`src/rtl/div8_seq.sv`:
```
// div8_seq: sequential 8-bit unsigned restoring divider.
// It produces one quotient bit per clock, MSB first, and uses SUB8bit to form
// each trial difference. Requests are accepted through a start/busy/done
// handshake. Every output is driven straight from a register.

// SUB8bit: 8-bit subtractor. Borrow is the carry-out of A + ~B + 1, so
// Borrow = 1 means A >= B.
module SUB8bit (
  input  logic [7:0] A,
  input  logic [7:0] B,
  output logic [7:0] S,
  output logic       Borrow
);
  logic [8:0] sum_s;

  assign sum_s  = {1'b0, A} + {1'b0, ~B} + 9'd1;
  assign S      = sum_s[7:0];
  assign Borrow = sum_s[8];
endmodule

module div8_seq (
  input  logic       clk,
  input  logic       rst_n,
  input  logic       start,
  input  logic [7:0] A,
  input  logic [7:0] B,
  output logic [7:0] Quotient,
  output logic [7:0] Remainder,
  output logic       DivByZero,
  output logic       busy,
  output logic       done
);
  // ZERO spends one cycle between the accept and DONE so that a divide-by-zero
  // reports done one cycle after it is accepted.
  typedef enum logic [1:0] {
    S_IDLE = 2'd0,
    S_RUN  = 2'd1,
    S_ZERO = 2'd2,
    S_DONE = 2'd3
  } state_t;

  state_t     state_q, state_d;
  logic [7:0] dvd_q, dvd_d;
  logic [7:0] dvs_q, dvs_d;
  logic [7:0] r_q, r_d;
  logic [7:0] q_q, q_d;
  logic [2:0] cnt_q, cnt_d;
  logic [7:0] quot_q, quot_d;
  logic [7:0] rem_q, rem_d;
  logic       dbz_q, dbz_d;
  logic       busy_q, busy_d;
  logic       done_q, done_d;

  logic [7:0] shifted_s;
  logic       ovf_s;
  logic [7:0] diff_s;
  logic       borrow_s;
  logic       take_s;

  // Trial subtraction on the partial remainder after shifting in the next
  // dividend bit. ovf covers a partial remainder that needs 9 bits.
  assign shifted_s = {r_q[6:0], dvd_q[7]};
  assign ovf_s     = r_q[7];

  SUB8bit u_sub (
    .A      (shifted_s),
    .B      (dvs_q),
    .S      (diff_s),
    .Borrow (borrow_s)
  );

  assign take_s = ovf_s | borrow_s;

  // Next-state, datapath and output-register updates.
  always_comb begin
    state_d = state_q;
    dvd_d   = dvd_q;
    dvs_d   = dvs_q;
    r_d     = r_q;
    q_d     = q_q;
    cnt_d   = cnt_q;
    quot_d  = quot_q;
    rem_d   = rem_q;
    dbz_d   = dbz_q;
    case (state_q)
      S_IDLE: begin
        if (start) begin
          dvd_d = A;
          dvs_d = B;
          r_d   = 8'd0;
          q_d   = 8'd0;
          cnt_d = 3'd0;
          if (B == 8'd0) begin
            state_d = S_ZERO;
          end else begin
            state_d = S_RUN;
          end
        end else begin
          state_d = S_IDLE;
        end
      end
      S_RUN: begin
        r_d   = take_s ? diff_s : shifted_s;
        q_d   = {q_q[6:0], take_s};
        dvd_d = {dvd_q[6:0], 1'b0};
        if (cnt_q == 3'd7) begin
          state_d = S_DONE;
          quot_d  = {q_q[6:0], take_s};
          rem_d   = take_s ? diff_s : shifted_s;
          dbz_d   = 1'b0;
        end else begin
          cnt_d = cnt_q + 3'd1;
        end
      end
      S_ZERO: begin
        state_d = S_DONE;
        quot_d  = 8'hFF;
        rem_d   = dvd_q;
        dbz_d   = 1'b1;
      end
      S_DONE: begin
        state_d = S_IDLE;
      end
      default: begin
        state_d = S_IDLE;
      end
    endcase
    busy_d = (state_d != S_IDLE);
    done_d = (state_d == S_DONE);
  end

  // State, datapath and output registers, cleared asynchronously.
  always_ff @(posedge clk or negedge rst_n) begin
    if (!rst_n) begin
      state_q <= S_IDLE;
      dvd_q   <= 8'd0;
      dvs_q   <= 8'd0;
      r_q     <= 8'd0;
      q_q     <= 8'd0;
      cnt_q   <= 3'd0;
      quot_q  <= 8'd0;
      rem_q   <= 8'd0;
      dbz_q   <= 1'b0;
      busy_q  <= 1'b0;
      done_q  <= 1'b0;
    end else begin
      state_q <= state_d;
      dvd_q   <= dvd_d;
      dvs_q   <= dvs_d;
      r_q     <= r_d;
      q_q     <= q_d;
      cnt_q   <= cnt_d;
      quot_q  <= quot_d;
      rem_q   <= rem_d;
      dbz_q   <= dbz_d;
      busy_q  <= busy_d;
      done_q  <= done_d;
    end
  end

  assign Quotient  = quot_q;
  assign Remainder = rem_q;
  assign DivByZero = dbz_q;
  assign busy      = busy_q;
  assign done      = done_q;
endmodule

```
`config.mk`:
```
export PLATFORM = sky130hd
export DESIGN_NAME = div8_seq
export DESIGN_NICKNAME = d
export VERILOG_FILES = /design/src/rtl/div8_seq.sv
export SDC_FILE = /design/constraint.sdc
export NUM_CORES = 1
export LEC_CHECK = 0
export CORE_MARGIN = 8
export CORE_UTILIZATION = 30
export DETAILED_ROUTE_END_ITERATION = 7
export GPL_ROUTABILITY_DRIVEN = 1
export HOLD_SLACK_MARGIN = 0.15
export SYNTH_ARGS = -nofsm -noshare
export SYNTH_HDL_FRONTEND = slang
export SYNTH_HIERARCHICAL = 1
export SYNTH_SLANG_ARGS = --single-unit
```
`constraint.sdc`:
```
create_clock -name clk -period 7.3 [get_ports clk]
set_input_delay 0.73 -clock clk [delete_from_list [all_inputs] [get_ports clk]]
set_output_delay 0.73 -clock clk [all_outputs]
set_load 0.01 [all_outputs]
```
==> metrics.cfg, run 1 <==
[logic_synthesis]
synth_area_um2 = 2890
ys_seq_elements = 55
synth_cell_types = 44
synth_top_area_share_pct = 47.6
synth_edf_count = 0
avgSynthCellArea_um2 = 9.98
async_flop_share_pct = 100
yosys.area.top_type = dfrtp_1
ys_seq_area_share_pct = 47.6
synth_nets = 324
synthTopCellsByArea = dfrtp_1, ha_1, mux2i_1, nand2_1, o21ai_0
syn_inst = 290
synthFlopType = dfrtp_1
synth-warning-count = 6

[global_routing]
grt_max_degree = 56
grt_overflow = 0
antenna_found_initial = 0
track_usage_pct = 10.5
grt_pass1_vias = 2195
grt_pass1_wl_um = 11100

[finish]
antenna_cells = 0
final_common_cell = dfrtp_1
post-route-util_pct = 36.2
mostFrequentLayoutCells = dfrtp_1, nand2_1, clkdlybuf4s50_1
area_delta_synth_final_pct = 19.5
fillers = 994
nets = 356
drive_above_1_share_pct = 8.98

[pwr]
p_leak_nw = 1.55
ir_worst_vdd_mv = 0.142
power_density_nw_per_um2 = 371

[setup_path]
criticalPathCategory = register to register
path_buf_inv = 1
slowest_delay_ns = 0.44
path_cells = inv_1 > ha_1 > fa_1 > nor2b_4 > o21ai_2 > a21boi_2 > o21ai_1 > a21oi_1 > nor2_2 > mux2i_1 > o21ai_0
worstPathRequired_ns = 7.49
crit_path_start_kind = register
crit_family = compound AO/OA/AOI/OAI gates
critPathArrivalTime_ns = 2.77
r2r-start = dvd_q[7]
crit_slowest_cell = nor2_2
critPathMaxFanout = 8
end_kind = register
worstSetupStartpoint = dvd_q[7]

[drt]
drt-initial-drc-count = 99
vias = 2201
drt-vias-per-instance = 4.83
antenna_left = 0
wl_per_cell_um = 14.4
drt-pass1-iter-count = 4
drt-total-wl_um = 6560
drc = 0

[timing]
slew_violations = 0
timing.final.crit_share_pct = 35.4
setup-tns-final_ns = 0
hold_violations = 0
clock.fmax_ghz = 0.387
maxSlewHeadroom_pct = 51.6
rsz0062_at_grt = no
finClkSkew_ns = 0.00735
final.min_clock_period_ns = 2.58
final-setup-viol-count = 0
worst_pin_slew_ns = 0.726

[clock_network]
postCtsSetupBuffers = 0
clockRootBuffer = clkbuf_8
cts_inserted_buffers = 5
cts_tree = done
cts.clk_slew.worst_paths_ns = 0.10
cts_max_path_buffers = 2
clock-sinks = 55
clkLatencyLatePin_ns = 0.31
h-tree-depth = 2
postCtsHoldBufs = 0
cts_resized = 0

[floorplan]
ios = 38
dieArea_um2 = 13000
num_rows = 36
core_area_um2 = 9550
die_h_um = 114
die_w_um = 114
start_util_pct = 30.3

[min_path]
worstHoldStart = q_q[6]
min_path_type = register to register

[place]
portBuffers = 37
dp_hpwl_um = 4750
gp_congestion = 0.794

[outcome]
status = completed

[run]
drv_cap = 0

final cells by class:
| type | count | area (um^2) | area share (%) |
|---|---|---|---|
| Clock buffer | 6 | 72.6 | 2.10 |
| Clock inverter | 2 | 16.3 | 0.471 |
| Inverter | 14 | 52.6 | 1.52 |
| Multi-Input combinational cell | 206 | 1380 | 40.0 |
| Sequential cell | 55 | 1380 | 39.8 |
| Tap cell | 133 | 166 | 4.82 |
| Timing Repair Buffer | 40 | 388 | 11.2 |
synth_stat cells (8+ instances only):
library cell and count:
and3b_1 8, inv_1 14, o22ai_1 9, o21ai_0 27
ha_1 14, nor2_1 26, a21oi_1 12, dfrtp_1 55
mux2_2 8, nand2_1 36, clkbuf_1 8, mux2i_1 16
power by group:
part / switching [W] / internal, W
clock network: 0.000104 / 0.0000693
registers: 0.0000771 / 0.000410
logic: 0.000320 / 0.000302
total: 0.000501 / 0.000781
state kept, by name, indices dropped and copies added (netlist names):
signal,flops
r_q,8
done,1
dvd_q,8
Remainder,8
Quotient,8
DivByZero,1
q_q,7
busy,1
dvs_q,8
cnt_q,3
state_q,2
path summary, 6_finish.rpt:
path | end | slack, ns | cells past startpoint
max reg2reg | r_q[4] | 4.72 | 11
max | r_q[4] | 4.72 | 11
min reg2reg | q_q[6] | 0.50 | 2
max in group asynchronous | Remainder[4] | 6.26 | 2
min in group asynchronous | Quotient[6] | 0.53 | 2
min | q_q[6] | 0.50 | 2
worst register-to-register path, cell delays in order, from the launching register on:
cell and delay (ns):
dfrtp_1 0.42, inv_1 0.07, ha_1 0.17, fa_1 0.26
nor2b_4 0.06, o21ai_2 0.15, a21boi_2 0.09, o21ai_1 0.19
a21oi_1 0.14, nor2_2 0.44, mux2i_1 0.34, o21ai_0 0.14
through the flow:
step           hold WS [ns]  area (um^2)  setup WS, ns  power, W  instances
6_report              0.503         3460          4.72   0.00128        456
4_1_cts               0.517         3460          4.72   0.00130        456
2_1_floorplan         0.434         2890          5.00  0.000923        290
5_1_grt               0.531         3460          4.54   0.00139        456
3_3_place_gp          0.470         3370          4.63   0.00111        448
3_5_place_dp          0.494         3370          4.63   0.00112        448
per-layer routing:
layer	global-route usage (%)	part of all wire [%]	up-vias
met5	0	0	-
met3	2.43	3.6	4
met2	17.1	47	42
li1	-	-	1066
met4	3.19	1.0	0
met1	13.4	48	1089
kinds of logic after synthesis:
| family | Yosys count | synth area share [%] |
|---|---|---|
| and+or+nand+nor | 90 | 15.1 |
| AOI/OAI and AO/OA | 72 | 15.5 |
| DFF | 55 | 47.6 |
| buffers and inverters | 29 | 4.71 |
| muxes | 25 | 9.17 |
| adders and majority gates | 15 | 6.75 |
| xor gates and xnor gates | 4 | 1.21 |
(Power assumes the default switching activity.)
==> run 2: changes to the inputs <==
- clock period: 7.3 -> 2.24 ns (I/O delays scaled with it)
==> metrics.cfg, run 2 (synthesized netlist as in run 1, its figures left out) <==
[drt]
wl_per_cell_um = 14.2
drc = 0
drt-vias-per-instance = 4.66
drt-pass1-iter-count = 6
drt-total-wl_um = 6650
antenna_left = 0
vias = 2184
drt-initial-drc-count = 71

[clock_network]
cts.clk_slew.worst_paths_ns = 0.11
cts_inserted_buffers = 5
h-tree-depth = 2
clockRootBuffer = clkbuf_8
cts_tree = done
cts_max_path_buffers = 2
clock-sinks = 55
clkLatencyLatePin_ns = 0.32

[timing]
maxSlewHeadroom_pct = 49.4
clock.fmax_ghz = 0.448
final.min_clock_period_ns = 2.23
rsz0062_at_grt = yes
finClkSkew_ns = 0.00949
timing.final.crit_share_pct = 99.6
final-setup-viol-count = 0
hold_violations = 0
slew_violations = 0
worst_pin_slew_ns = 0.758

[setup_path]
crit_family = compound AO/OA/AOI/OAI gates
crit_slowest_cell = dfrtp_1
critPathMaxFanout = 8
cp_common_cell = o21ai_2
cp.depth = 11
slowest_delay_ns = 0.39
worstPathRequired_ns = 2.42
critPathArrivalTime_ns = 2.41
r2r-start = dvd_q[7]
criticalPathCategory = register to register
reg2reg_depth = 11
crit_path_start_kind = register
path_cells = inv_1 > ha_2 > fa_2 > nor2b_4 > o21ai_2 > a21boi_2 > o21ai_2 > a21oi_2 > nor2_4 > mux2i_1 > a211oi_2
path_buf_inv = 1
r2r_end = Remainder[4]
r2r_slack_ns = 0.008
end_kind = register

[place]
dp_cells = 460
dpl-instance-area_um2 = 3470
dp_hpwl_um = 4920
portBuffers = 37
gp_congestion = 0.766

[run]
drv_cap = 0

[min_path]
min_path_type = register to register
min_path_cells = 2
worstHoldStart = q_q[6]
hold_end = q_q[6]

[finish]
seq_area_um2 = 1380
fillers = 1008
fin_area_um2 = 3590
nets = 369
multi_input_area_um2 = 1410
area_delta_synth_final_pct = 24.1
final_common_cell = dfrtp_1
stdcell_count = 469
drive_above_1_share_pct = 14.6
antenna_cells = 0
mostFrequentLayoutCells = dfrtp_1, nand2_1, clkdlybuf4s50_1
post-route-util_pct = 37.6

[global_routing]
track_usage_pct = 10.7
grt_pass1_wl_um = 11300
grt_overflow = 0
antenna_found_initial = 0
grt_pass1_vias = 2282
grt_max_degree = 56

[floorplan]
num_rows = 36
die_h_um = 114
dieArea_um2 = 13000
ios = 38
start_util_pct = 30.3
die_w_um = 114
core_area_um2 = 9550

[outcome]
status = completed

[pwr]
ir_worst_vdd_mv = 0.496
p_leak_nw = 1.60
power_density_nw_per_um2 = 1230

-- run 2: cell count changes in the layout (fill, tap and decap cells not counted), moves of 2 or more --
cell,change
mux2i_1,-2
buf_4,+12
mux2i_2,+2
o21ai_1,+5
o21ai_0,-6
-- run 2: where the power goes --
group / total, W / internal, W / switching, W
sequential: 0.00159 / 0.00134 / 0.000250
combinational: 0.00225 / 0.00112 / 0.00113
clock: 0.000585 / 0.000227 / 0.000358
-- run 2: final cells by class --
type                            count  area share [%]
Clock buffer                        5            1.92
Clock inverter                      3           0.662
Inverter                           14            1.46
Multi-Input combinational cell    206            39.4
Sequential cell                    55            38.3
Tap cell                          133            4.64
Timing Repair Buffer               53            13.6
-- run 2: metal layers --
metal / wire length [um] / GRT usage [%] / share of wire, %
met5: 0 / 0 / 0
met4: 105 / 3.82 / 1.6
met3: 231 / 2.00 / 3.5
met2: 3130 / 18.2 / 47
met1: 3180 / 13.2 / 48
-- run 2: how the worst max path moves through the flow --
| stage | startpoint | slack, ns | end |
|---|---|---|---|
| finish | dvd_q[7] | 0.008 | Remainder[4] |
| global route | dvd_q[7] | -0.18 | Remainder[1] |
| CTS | dvd_q[7] | -0.01 | r_q[4] |
| detailed placement | dvd_q[7] | -0.05 | Remainder[1] |
| global placement | dvd_q[7] | 0.01 | Remainder[4] |
| floorplan | dvd_q[7] | -0.003 | Remainder[0] |
-- run 2: per-stage QoR --
step / hold slack [ns] / setup WS [ns] / setup TNS (ns) / total power (W)
after floorplan: -0.0716 / -0.00267 / -0.0154 / 0.00302
after global placement: 0.406 / 0.0123 / 0 / 0.00377
after detailed placement: 0.408 / -0.0464 / -0.304 / 0.00382
after CTS: 0.510 / -0.0135 / -0.0355 / 0.00442
after global routing: 0.536 / -0.177 / -2.21 / 0.00480
final: 0.513 / 0.00831 / 0 / 0.00442
-- run 2: worst min-delay path, stage by stage (launching register included) --
cell     delay (ns)
dfrtp_1        0.37
nand2_1        0.05
o21ai_0        0.07
-- run 2: what timing repair did --
action	in CTS	in global routing
pin swaps	5	4
buffers inserted	0	0
hold buffers	1	0
setup endpoints to repair	13	18
hold endpoints to repair	55	0
resized for setup	1	11
==> run 3: changes to the inputs <==
- CAP_MARGIN: default -> 20
- CTS_BUF_LIST: default -> sky130_fd_sc_hd__clkbuf_4 sky130_fd_sc_hd__clkbuf_8 sky130_fd_sc_hd__clkbuf_16
- CTS_CLUSTER_DIAMETER: default -> 150
==> results of run 3 <==
Final layout, timing and power as in run 2 (identical DEF).
